**src/rtl/div_32.sv**
```systemverilog
// Sequential 32-bit non-restoring divider: one quotient bit per clock, remainder fix-up, one-cycle done.
// Define DIV_32_SIGNED_EN for signed two's-complement operands; otherwise operands are unsigned.
module div_32 #(
  parameter int WIDTH = 32
) (
  input  logic             clock,
  input  logic             clear,
  input  logic             start,
  input  logic [WIDTH-1:0] dividend,
  input  logic [WIDTH-1:0] divisor,
  output logic [WIDTH-1:0] quotient,
  output logic [WIDTH-1:0] remainder,
  output logic             busy,
  output logic             done,
  output logic             div_by_zero
);

  typedef enum logic [1:0] {IDLE, ITER, FIX, DONE} state_t;

  state_t           state_q, state_d;
  logic [WIDTH:0]   rem_q, rem_d;
  logic [WIDTH-1:0] q_q, q_d;
  logic [WIDTH-1:0] dvs_q, dvs_d;
  logic [4:0]       count_q, count_d;
  logic             dz_q, dz_d;
  logic [WIDTH-1:0] quotient_q, quotient_d;
  logic [WIDTH-1:0] remainder_q, remainder_d;
  logic             done_q, done_d;
  logic             div_by_zero_q, div_by_zero_d;
`ifdef DIV_32_SIGNED_EN
  logic             qneg_q, qneg_d;
  logic             rneg_q, rneg_d;
`endif

  logic [WIDTH:0]   rem_shift;
  logic [WIDTH:0]   rem_step;
  logic [WIDTH:0]   rem_fix;
  logic [WIDTH-1:0] mag_dvd;
  logic [WIDTH-1:0] mag_dvs;

  assign quotient    = quotient_q;
  assign remainder   = remainder_q;
  assign done        = done_q;
  assign div_by_zero = div_by_zero_q;
  // Still busy in the done cycle so a start there is dropped.
  assign busy        = (state_q != IDLE) || done_q;

  always_comb begin
    state_d       = state_q;
    rem_d         = rem_q;
    q_d           = q_q;
    dvs_d         = dvs_q;
    count_d       = count_q;
    dz_d          = dz_q;
    quotient_d    = quotient_q;
    remainder_d   = remainder_q;
    done_d        = 1'b0;
    div_by_zero_d = div_by_zero_q;
`ifdef DIV_32_SIGNED_EN
    qneg_d        = qneg_q;
    rneg_d        = rneg_q;
    mag_dvd       = dividend[WIDTH-1] ? -dividend : dividend;
    mag_dvs       = divisor[WIDTH-1]  ? -divisor  : divisor;
`else
    mag_dvd       = dividend;
    mag_dvs       = divisor;
`endif

    // {rem,q} shifted left by one; rem keeps 33 bits, arithmetic wraps mod 2^33.
    rem_shift = {rem_q[WIDTH-1:0], q_q[WIDTH-1]};
    rem_step  = rem_q[WIDTH] ? (rem_shift + {1'b0, dvs_q}) : (rem_shift - {1'b0, dvs_q});
    rem_fix   = rem_q[WIDTH] ? (rem_q + {1'b0, dvs_q}) : rem_q;

    case (state_q)
      IDLE: begin
        if (start && !done_q) begin
          div_by_zero_d = 1'b0;
          count_d       = 5'd0;
          if (divisor == '0) begin
            state_d = DONE;
            q_d     = '1;
            rem_d   = {1'b0, dividend};
            dz_d    = 1'b1;
          end else begin
            state_d = ITER;
            rem_d   = '0;
            q_d     = mag_dvd;
            dvs_d   = mag_dvs;
            dz_d    = 1'b0;
`ifdef DIV_32_SIGNED_EN
            qneg_d  = dividend[WIDTH-1] ^ divisor[WIDTH-1];
            rneg_d  = dividend[WIDTH-1];
`endif
          end
        end
      end
      ITER: begin
        rem_d   = rem_step;
        q_d     = {q_q[WIDTH-2:0], ~rem_step[WIDTH]};
        count_d = count_q + 5'd1;
        if (count_q == 5'd31) begin
          state_d = FIX;
        end
      end
      FIX: begin
`ifdef DIV_32_SIGNED_EN
        rem_d = rneg_q ? -rem_fix : rem_fix;
        q_d   = qneg_q ? -q_q : q_q;
`else
        rem_d = rem_fix;
`endif
        state_d = DONE;
      end
      DONE: begin
        quotient_d    = q_q;
        remainder_d   = rem_q[WIDTH-1:0];
        done_d        = 1'b1;
        div_by_zero_d = dz_q;
        state_d       = IDLE;
      end
      default: state_d = IDLE;
    endcase
  end

  always_ff @(posedge clock or negedge clear) begin
    if (!clear) begin
      state_q       <= IDLE;
      rem_q         <= '0;
      q_q           <= '0;
      dvs_q         <= '0;
      count_q       <= 5'd0;
      dz_q          <= 1'b0;
      quotient_q    <= '0;
      remainder_q   <= '0;
      done_q        <= 1'b0;
      div_by_zero_q <= 1'b0;
`ifdef DIV_32_SIGNED_EN
      qneg_q        <= 1'b0;
      rneg_q        <= 1'b0;
`endif
    end else begin
      state_q       <= state_d;
      rem_q         <= rem_d;
      q_q           <= q_d;
      dvs_q         <= dvs_d;
      count_q       <= count_d;
      dz_q          <= dz_d;
      quotient_q    <= quotient_d;
      remainder_q   <= remainder_d;
      done_q        <= done_d;
      div_by_zero_q <= div_by_zero_d;
`ifdef DIV_32_SIGNED_EN
      qneg_q        <= qneg_d;
      rneg_q        <= rneg_d;
`endif
    end
  end

endmodule
```
**config.mk**
```make
export PLATFORM = sky130hd
export DESIGN_NAME = div_32
export DESIGN_NICKNAME = d
export VERILOG_FILES = /design/src/rtl/div_32.sv
export SDC_FILE = /design/constraint.sdc
export NUM_CORES = 1
export LEC_CHECK = 0
export CORE_MARGIN = 10
export CORE_UTILIZATION = 35
export DETAILED_ROUTE_END_ITERATION = 8
export GPL_TIMING_DRIVEN = 1
export PLACE_DENSITY = 0.6
export SYNTH_ARGS = -nofsm -noshare
export SYNTH_HDL_FRONTEND = slang
export SYNTH_SLANG_ARGS = --single-unit
export TNS_END_PERCENT = 5
```
**constraint.sdc**
```tcl
create_clock -name clock -period 3.85 [get_ports clock]
set_input_delay 0.385 -clock clock [delete_from_list [all_inputs] [get_ports clock]]
set_output_delay 0.385 -clock clock [all_outputs]
set_load 0.005 [all_outputs]
```
==> impl_results.md <==
- Outcome: complete, but fails checks
- Failing checks: negative setup slack
- Chip height: 200 um
- Total number of vias: 10200
- Period Utilization, post-route: 1.01
- Initial DRC Count: 639
- Gate count after technology mapping: around 1200
- Boundary pin count: 134
- Clock sinks: 171
- Fmax: 258 MHz
- Placer congestion estimate: a little under 1
- Simple-gate area share of the yosys netlist: 0.133
- Mux contribution to synthesized area: 0.101
- Clk_lat worst skew: 0.45 ns
- Reg clk slew, reported paths: 0.07 ns
- Max_slew headroom: 0.361
- Post-layout minimum cycle time: 3.87 ns
- Largest family of logic cells by synthesized area: compound AO/OA/AOI/OAI gates
- Cell family with most CP delay: simple AND/OR/NAND/NOR gates
- Rows: 65
- Synthesis-to-finish area growth: 29.9%
- Port bufs: about 130
- Vias in the first global route: about 10000
- Post-detailed-route count of antenna-violating nets: 0
- Path depth of the worst reg2reg path: 18
- Max-slew violations: 0
- Setup crit start kind: register
- Initial DRT Pass Iterations: 5
- Share of cells above drive strength 1: 0.210
- Final Skew: approximately 0.013 ns
- Final worst setup slack: -0.0240 ns
- Crit end category: register
- Register area share after synthesis: 0.377
- Clk buf depth: 2
- Cell Area, Synth: 0.0113 mm^2
- Post-Place Cells: 1838
- Avg Cell Area, Syn: 9.37 um^2
- Final instance area: 0.0147 mm^2
- Vias per cell: 5.42
- Hpwl dp: 29500 um
- Post-Route WL: just under 40000 um
- Hold Path Class: input pin to asynchronous set/reset pin
- # H-tree levels: 4
- Fin. Hold Viols: 0
- Critical path class: register to register
- Final #Nets: approximately 1600
- Filler cells: 3036
- Post-synthesis xor/xnor area fraction: 0.0648
- WHS: 0.475 ns
- Wirelength per Cell: 20.5 um
- Finish-stage setup viols: 5
- Max cap viols: 0
- Adder-cell share of the synthesized area: 0.0829
- RSZ-0062 raised after global routing: true
- R2r startpoint: dvs_q[2]
- Clk root buf: clkbuf_16
- Critical Path RT: 4.17 ns
- Post-synth top flop: dfrtp_1
- Critical path arrival: 4.19 ns
- Pin count of the biggest net entering global routing: just under 70
- End-of-flow core utilization: 0.464
- Initial core utilization: 0.357
- Initial antenna violation count: 1
- Worst path buffer plus inverter count: 1
- R2R setup slack: -0.02 ns
- Yosys warning count: 0
- Complex-gate fraction of the synthesized area: 0.212
- FF+latch count, synth: 171
- First-pass GRT wire length: between 50000 and 60000 um
- Die area: 0.0400 mm^2
- Core box area: 0.0318 mm^2
- Horiz. Die Dim: between 200 and 250 um
- Number of synthesized flops with an enable pin: 0
- Slowest Stage Delay on Critical Path: a little under 0.4 ns
- CTS buffer count: 17
- GRT Util Overall: 0.192
- Post-Syn Nets: roughly 1400
- Cell depth of the worst setup path: 18
- Worst-Margin Slew: 0.959 ns
- Grt total ovfl: 0
- Placed Area: 0.0140 mm^2
- DRC Markers: 0
- TritonCTS clock tree: yes
- CP Max Fanout: 3
- Cell Chain, Critical Path: nor2_2, nand4b_1, or2_4, or3_4, nor2_4, and2_4, a21oi_1, xor2_1, ha_1, a211o_1, or2_4, a211oi_2, nor3_1, a311oi_2, buf_4, xnor2_1, a221oi_1, nor3_1
- Final std cells w/o fill: 1876
- Crit path launch: dvs_q[2]
- Slowest-stage cell, CP: dfrtp_1
- Ys async rst share: 1.00
- Unique masters post-synth: 62
-- what timing repair did --
item | 4_1_cts | 5_1_grt
pin swaps | 13 | 20
hold endpoints to repair | 52 | 0
hold buffers | 1 | 0
endpoints found under the setup margin | 12 | 18
setup buffers | 2 | 2
gates resized for setup | 8 | 24
-- layout make-up --
cell class	count	area (um^2)	area share
Multi-Input combinational cell	951	6940	0.471
Clock inverter	14	151	0.0103
Inverter	28	105	0.00713
Timing Repair Buffer	258	2290	0.155
Clock buffer	18	429	0.0291
Sequential cell	171	4280	0.290
Tap cell	435	544	0.0369
Antenna cell	1	2.50	0.000170
-- final timing paths --
path                                end
max                           rem_q[22]
min                         quotient[5]
max reg2reg                   rem_q[22]
min reg2reg                     q_q[22]
max in group asynchronous  quotient[26]
min in group clock              q_q[22]
-- through the flow --
stage / TNS [ns] / setup slack [ns]
after floorplan: -0.0592 / -0.0241
after global placement: -0.581 / -0.116
after detailed placement: -1.14 / -0.156
after CTS: -0.153 / -0.0382
after global routing: -2.31 / -0.248
final: -0.0687 / -0.0240
-- routing by layer --
layer / share of wire / track usage
met4: 0.033 / 0.0749
met3: 0.038 / 0.0271
met1: 0.45 / 0.243
met2: 0.48 / 0.325
met5: 0 / 0
-- kinds of logic after synthesis --
| kind of cell | count (synthesis) |
|---|---|
| and+or+nand+nor | 306 |
| muxes | 102 |
| xor gates and xnor gates | 84 |
| AOI/OAI and AO/OA | 385 |
| DFF | 171 |
| adders and majority gates | 74 |
| buffers and inverters | 89 |
-- Yosys cell counts, drive strengths merged (7+ instances only) --
master,n,share of area
o21bai,15,0.0099
nor2,65,0.021
nand3,14,0.0062
nand2b,11,0.0061
ha,72,0.079
dfrtp,171,0.38
o21ai,118,0.052
a221oi,15,0.012
nand4,10,0.0055
inv,27,0.0089
a211oi,18,0.012
a31oi,18,0.0099
nor4,10,0.0055
a21oi,95,0.042
mux2,98,0.097
o31ai,7,0.0046
or3,36,0.020
o22ai,12,0.0066
nand2,92,0.030
nor3,25,0.011
clkbuf,55,0.018
xnor2,46,0.036
xor2,38,0.029
a21o,35,0.023
and2,9,0.0050
o21a,7,0.0046
nand3b,9,0.0060
and3,8,0.0044
-- flip-flops by register name, indices dropped and copies added, names as in the netlist --
register     count
rem_q           33
dz_q             1
dvs_q           32
remainder       32
count_q          5
div_by_zero      1
quotient        32
done             1
state_q          2
q_q             32
-- cell usage in the layout, fill, tap and decap left out, types with 8 or more instances in the layout --
cell type / count
nand2b_1: 11
xnor2_1: 46
a21o_1: 34
mux2_2: 98
a221oi_1: 13
a31oi_1: 16
a21oi_1: 88
nand2_1: 91
o21bai_1: 14
nor4_1: 10
clkbuf_16: 17
nand3_1: 14
a211oi_1: 11
and2_1: 8
inv_1: 26
dfrtp_1: 171
nor3_1: 25
o22ai_1: 12
nand3b_1: 9
ha_1: 70
nor2_1: 60
buf_4: 123
or3_1: 34
xor2_1: 38
clkdlybuf4s50_1: 132
o21ai_0: 109
nand4_1: 10
Power is not shown: default switching activity piles up to over one toggle a cycle in this logic, so the estimate is an artifact.
